--- src/rtl/beat_gen.sv ---
// Phase/beat timing generator feeding the hardwired controller: T1..T3 phases, W1..W3 beats,
// run/halt control and an instruction-cycle counter. Define BEAT_GEN_SSTEP_EN to add the SSTEP input.
module beat_gen #(
  parameter int CLK_DIV      = 1,
  parameter bit RUN_ON_RESET = 1'b0,
  parameter int ICNT_W       = 16
) (
  input  logic              CLK,
  input  logic              RST,
  input  logic              START,
  input  logic              SHORT,
  input  logic              LONG,
  input  logic              STOP,
`ifdef BEAT_GEN_SSTEP_EN
  input  logic              SSTEP,
`endif
  output logic [2:0]        T,
  output logic [2:0]        W,
  output logic              RUN,
  output logic [ICNT_W-1:0] ICNT
);

  localparam int DIV_W = (CLK_DIV > 1) ? $clog2(CLK_DIV) : 1;
  localparam logic [DIV_W-1:0] DIV_LAST = DIV_W'(CLK_DIV - 1);

  // Encodings are the one-hot output patterns, so T and W come straight off the registers
  typedef enum logic [2:0] {
    PH_T1 = 3'b001,
    PH_T2 = 3'b010,
    PH_T3 = 3'b100
  } phase_t;

  typedef enum logic [2:0] {
    BT_W1 = 3'b001,
    BT_W2 = 3'b010,
    BT_W3 = 3'b100
  } beat_t;

  logic [DIV_W-1:0]  div_cnt, div_nxt;
  phase_t            phase, phase_nxt;
  beat_t             beat, beat_nxt, beat_sel;
  logic              run_q, run_nxt;
  logic [ICNT_W-1:0] icnt, icnt_nxt;
  logic              tick, beat_end, step_halt;

  assign tick     = run_q && (div_cnt == DIV_LAST);
  assign beat_end = tick && (phase == PH_T3);

  // Controller requests only matter at a beat end; elsewhere beat_sel is simply unused
  always_comb begin
    beat_sel = BT_W1;
    case (beat)
      BT_W1:   beat_sel = SHORT ? BT_W1 : BT_W2;
      BT_W2:   beat_sel = LONG ? BT_W3 : BT_W1;
      default: beat_sel = BT_W1;
    endcase
  end

`ifdef BEAT_GEN_SSTEP_EN
  assign step_halt = SSTEP && (beat_sel == BT_W1);
`else
  assign step_halt = 1'b0;
`endif

  always_comb begin
    div_nxt   = div_cnt;
    phase_nxt = phase;
    beat_nxt  = beat;
    run_nxt   = run_q;
    icnt_nxt  = icnt;
    if (run_q) begin
      if (tick) begin
        div_nxt = '0;
        case (phase)
          PH_T1:   phase_nxt = PH_T2;
          PH_T2:   phase_nxt = PH_T3;
          default: phase_nxt = PH_T1;
        endcase
      end else begin
        div_nxt = div_cnt + DIV_W'(1);
      end
      // A halting beat end already wraps the phase back to T1 above
      if (beat_end) begin
        beat_nxt = beat_sel;
        if (beat_sel == BT_W1)
          icnt_nxt = icnt + ICNT_W'(1);
        if (STOP || step_halt)
          run_nxt = 1'b0;
      end
    end else if (START) begin
      run_nxt   = 1'b1;
      div_nxt   = '0;
      phase_nxt = PH_T1;
    end
  end

  always_ff @(posedge CLK) begin
    if (RST) begin
      div_cnt <= '0;
      phase   <= PH_T1;
      beat    <= BT_W1;
      run_q   <= RUN_ON_RESET;
      icnt    <= '0;
    end else begin
      div_cnt <= div_nxt;
      phase   <= phase_nxt;
      beat    <= beat_nxt;
      run_q   <= run_nxt;
      icnt    <= icnt_nxt;
    end
  end

  assign T    = run_q ? phase : 3'b000;
  assign W    = beat;
  assign RUN  = run_q;
  assign ICNT = icnt;

endmodule

--- config.mk ---
export PLATFORM = sky130hd
export DESIGN_NAME = beat_gen
export DESIGN_NICKNAME = d
export VERILOG_FILES = /design/src/rtl/beat_gen.sv
export SDC_FILE = /design/constraint.sdc
export NUM_CORES = 1
export LEC_CHECK = 0
export ABC_AREA = 0
export BUFFER_PORTS_ARGS = -buffer_cell sky130_fd_sc_hd__buf_2
export CORE_MARGIN = 2
export CORE_UTILIZATION = 50
export CTS_CLUSTER_DIAMETER = 30
export DETAILED_ROUTE_END_ITERATION = 12
export GPL_TIMING_DRIVEN = 0
export HOLD_SLACK_MARGIN = 0.12
export PLACE_DENSITY = 0.73
export SYNTH_ARGS = -nofsm -noshare
export SYNTH_HDL_FRONTEND = slang
export SYNTH_SLANG_ARGS = --single-unit
export TNS_END_PERCENT = 100
--- constraint.sdc ---
create_clock -name CLK -period 2.4 [get_ports CLK]
set_input_delay 0.24 -clock CLK [delete_from_list [all_inputs] [get_ports CLK]]
set_output_delay 0.24 -clock CLK [all_outputs]
set_load 0.05 [all_outputs]
**After elaboration in Yosys (flattened, before gate mapping)**

Index checks and enable logic that the tools add are counted.

- Register bits: 24
- Bits of input ports: 6
- Output and inout bits: 23
- Word-level logic and storage cells: 36

- $add $sub $neg: 2
- Eq/ne operators: 7
- Muxes and demuxes: 15
- Bitwise logic cells: 1
- Reduce and logical (&&, ||, !) cells: 6

Operators with widths:

| operator | count |
|---|---|
| $add 16x1->16 const B | 1 |
| $mux 3 | 5 |
| $pmux 3 s2 | 2 |
| $eq 3x1->1 const B | 3 |
| $mux 1 | 7 |
| $eq 3x2->1 const B | 2 |
| $reduce_and 2->1 | 2 |
| $eq 3x3->1 const B | 1 |
| $reduce_and 3->1 | 1 |
| $logic_and 1x1->1 | 2 |
| $mux 2 | 1 |
| $ne 2x1->1 const B | 1 |
| $reduce_bool 2->1 | 1 |
| $add 1x1->1 const B | 1 |
| $not 1->1 | 1 |

**Logic depth before layout (Yosys ltp)**

- Word-level depth: 5
- Depth in mapped cells: 6
- Mapped depth without buffers: 4

**Worst setup path before layout**

Ideal clock, no wire load.

- Kind: flip-flop to flip-flop
- Start: reg run_q, in the netlist RUN
- End: reg icnt[13], in the netlist ICNT[13]
- Setup time: 0.123 ns
- Arrival time: 1.917 ns
- Required time: 2.277 ns
- Path slack: 0.359 ns
- Cell stages (with the launch flop): 6
- Buffers on the path: 1
- Period minus slack after synthesis: 2.041 ns
- Path through: dfxtp_1 > and2b_1 > nand4_1 > buf_2 > nor4b_1 > mux2_1

- Longest elaborated chain between the ends: 3

RTL lines:

| element | RTL line | text |
|---|---|---|
| start: declaration | 42 | `logic run_q, run_nxt;` |
| start signal: assignment | 108 | `run_q <= run_nxt;` |
| $logic_and 1x1->1 | 46 | `assign tick = run_q && (div_cnt == DIV_LAST);` |
| $logic_and 1x1->1 | 47 | `assign beat_end = tick && (phase == PH_T3);` |
| $reduce_and 3->1 (no source line) (*) | - |  |
| end signal: assignment | 109 | `icnt <= icnt_nxt;` |
| end: declaration | 43 | `logic [ICNT_W-1:0] icnt, icnt_nxt;` |

Every way passes the cells marked *; elsewhere a longest branch is shown, timed or not.
A chain may end at the register's enable or synchronous reset.

**Final worst setup path**

- Start: reg beat[1], in the netlist W[1]
- End: reg icnt[14], in the netlist ICNT[14]

- Longest elaborated chain between the ends: 4
- Elaborated cells between the ends (all ways): 5
- Those cells by class: eq/ne (3); mux (1); reduce/logical (1)

RTL lines:

| element | RTL line | text |
|---|---|---|
| start: declaration | 41 | `beat_t beat, beat_nxt, beat_sel;` |
| start signal: assignment | 107 | `beat <= beat_nxt;` |
| $eq 3x2->1 or $eq 3x1->1 (tied branches) | 52 | `case (beat)` |
| $pmux 3 s2 (*) | 52 |  |
| $eq 3x1->1 (*) | 85 | `if (beat_sel == BT_W1)` |
| $reduce_and 3->1 (no source line) (*) | - |  |

Marks and branches as above.

==> results_dict.tcl <==
set metrics [dict create \
    numClockSinks 24 \
    final_common_cell "buf_2" \
    cts_made_buffers 3 \
    synth_top_family_by_area "simple AND/OR/NAND/NOR gates" \
    io_pins 29 \
    grt_remaining_overflow 0 \
    die_h_um 52.8 \
    worst-path-stages 5 \
    firstDrtPassIters 4 \
    p_total_mw 0.646 \
    syn_area_um2 1190 \
    synth_fa_ha_area_share_pct 1.05 \
    synthFlopType "dfxtp_1" \
    status "complete, no violations" \
    initial_utilization_pct 53.3 \
    clk_pin_slew_ns 0.13 \
    grt_use_total_pct 20.2 \
    hold_path_class "in2reg" \
    whs_endpoint "ICNT[10]" \
    hold_start "RST" \
    synth_cell_types 34 \
    end_kind "flop" \
    diodes 0 \
    routed_wirelength_mm 2.63 \
    antenna_found_initial 0 \
    gp_congestion 0.804 \
    max_freq_ghz 0.537 \
    path_max_fanout 10 \
    post_cts_buffers 0 \
    syn_nets 143 \
    synth_xor_area_share_pct 0.735 \
    grt_max_degree 13 \
    worstMarginPinSlew_ns 0.490 \
    cp_slowest_cell "or3b_1" \
    synth_edf_count 0 \
    htreeDepth 1 \
    fin_tns_setup_ns 0 \
    grt_setup_unrepaired "false" \
    path_class "reg2reg" \
    hpwl_mm 1.88 \
    synthSimpleGateAreaFrac_pct 33.9 \
    setup-violations-final 0 \
    die-area_um2 2790 \
    root_buffer "clkbuf_4" \
    hold_viol_final 0 \
    synth_seq_cells 24 \
    arrival_ns 2.07 \
    num_vias 1151 \
    cp-start-kind "flop" \
    ys_seq_area_share_pct 40.3 \
    synth-compound-area-share_pct 14.9 \
    wire_per_inst_um 13.3 \
    layout.nets 178 \
    final_cell_mix "buf_2 (30), dfxtp_1 (24), a21oi_1 (14)" \
    drt_iter0_markers 16 \
    postSynthCellCount 136 \
    hold_path_depth 3 \
    power_leakage_nw 0.558 \
    drc 0 \
    routed_via_density 5.84 \
    synth_top_area_cell "dfxtp_1" \
    die_x_um 52.8 \
    r2r_cells 5 \
    clockBufferDepth 2 \
    power_density_nw_per_um2 458 \
    worstReg2RegStart "W[1]" \
    reg2reg_to "ICNT[14]" \
    drive_above_1_share_pct 20.7 \
    crit_family "simple AND/OR/NAND/NOR gates" \
    crit_buf_inv 1 \
    ant_nets 0 \
    vdd_drop_max_mv 0.296 \
    syn_area_per_cell_um2 8.76 \
    slew_headroom_pct 67.3 \
    cpPeakStageDelay_ns 0.44 \
    period_needed_ns 1.86 \
    maxCapViolations 0 \
    synth_top_area_share_pct 40.3 \
    worstPathRequired_ns 2.61 \
    rrSetupSlack_ns 0.54 \
    fp-row-count 17 \
    worstPathCellList "or3b_1 > a21oi_4 > buf_2 > nor4_1 > mux2_1" \
    muxShareOfSynthArea_pct 5.67 \
    core_um2 2230 \
    insertion_delay_ns 0.31 \
    async_reset_ff_share_pct 0 \
    grt_pass1_wl_mm 4.17 \
    finClkSkew_ns 0.00318 \
    yosysWarnings 0 \
    area_delta_synth_final_pct 18.3 \
    drv_slew 0 \
    cts_tree "yes" \
    period_share_pct 77.5 \
    first_global_vias 970 \
    synth_area_leaders "dfxtp_1 (40%), a21oi_1 (5.9%), mux2_1 (5.7%)" \
    startpoint "W[1]" \
    portBuffers 28 \
]
-- synthesized netlist by cell type, types with 3 or more instances --
cell	n
dfxtp_1	24
a21oi_1	14
nor2_1	11
nor2b_1	7
o31ai_1	7
or4_1	7
mux2_1	6
nand2_1	6
nand3_1	6
nor4b_1	5
nor4_1	4
or3_1	4
and2_1	3
clkbuf_1	3
nor3_1	3
o21ai_1	3
-- state kept, by name, indices dropped and copies added (netlist names) --
name / cells
ICNT: 16
RUN: 1
W: 3
div_cnt: 1
phase: 3
-- kinds of logic (layout without fill, tap and decap cells) --
logic type | count (synthesis) | in the layout
AO/OA/AOI/OAI | 28 | 28
XOR/XNOR | 1 | 1
adder cells (fa/ha/maj) | 1 | 1
buffers and inverters | 9 | 42
flip-flops | 24 | 24
multiplexers | 6 | 6
AND/OR/NAND/NOR | 67 | 67
-- per-stage QoR --
step / hold WS [ns] / utilization (%) / instances / setup slack [ns] / area (um^2)
after floorplan: 0.319 / - / 136 / 0.359 / 1190
after global placement: 0.423 / 61.2 / 192 / 0.587 / 1370
after detailed placement: 0.426 / 61.2 / 192 / 0.556 / 1370
after CTS: 0.279 / 63.1 / 197 / 0.533 / 1410
after global routing: 0.321 / 63.1 / 197 / 0.390 / 1410
final: 0.279 / 63.1 / 197 / 0.539 / 1410
-- area by class of cell --
type                            count  area, um^2
Buffer                              7        32.5
Clock buffer                        3        22.5
Fill cell                         216         825
Inverter                            2        7.51
Multi-Input combinational cell    103         671
Sequential cell                    24         480
Tap cell                           28        35.0
Timing Repair Buffer               30         160
-- routing by layer --
metal | GRT usage, % | vias to the layer above | wire, um
met3 | 2.86 | 4 | 137
met4 | 8.97 | 0 | 30
met1 | 25.9 | 541 | 1190
li1 | - | 575 | -
met5 | 0 | - | 0
met2 | 33.5 | 31 | 1270
-- timing repair --
item	in CTS	in global routing
hold endpoints to repair	2	0
resized for setup	0	0
hold buffers	2	0
-- worst reg2reg max path: stages, from the launching register on --
cell	delay, ns
dfxtp_1	0.36
or3b_1	0.44
a21oi_4	0.28
buf_2	0.26
nor4_1	0.09
mux2_1	0.33
-- power breakdown --
part           leakage, nW  total [mW]  internal [mW]  switching (mW)
Combinational        0.351      0.0618         0.0219          0.0399
Clock               0.0138       0.176         0.0587           0.117
Sequential           0.194       0.408          0.402         0.00629
-- worst max path at each step --
stage          slack [ns]  endpoint
6_report             0.54  ICNT[14]
5_1_grt              0.39  ICNT[10]
4_1_cts              0.53  ICNT[15]
3_5_place_dp         0.56  ICNT[15]
3_3_place_gp         0.59  ICNT[15]
2_1_floorplan        0.36  ICNT[13]
Power figures use the tool's default switching activity.
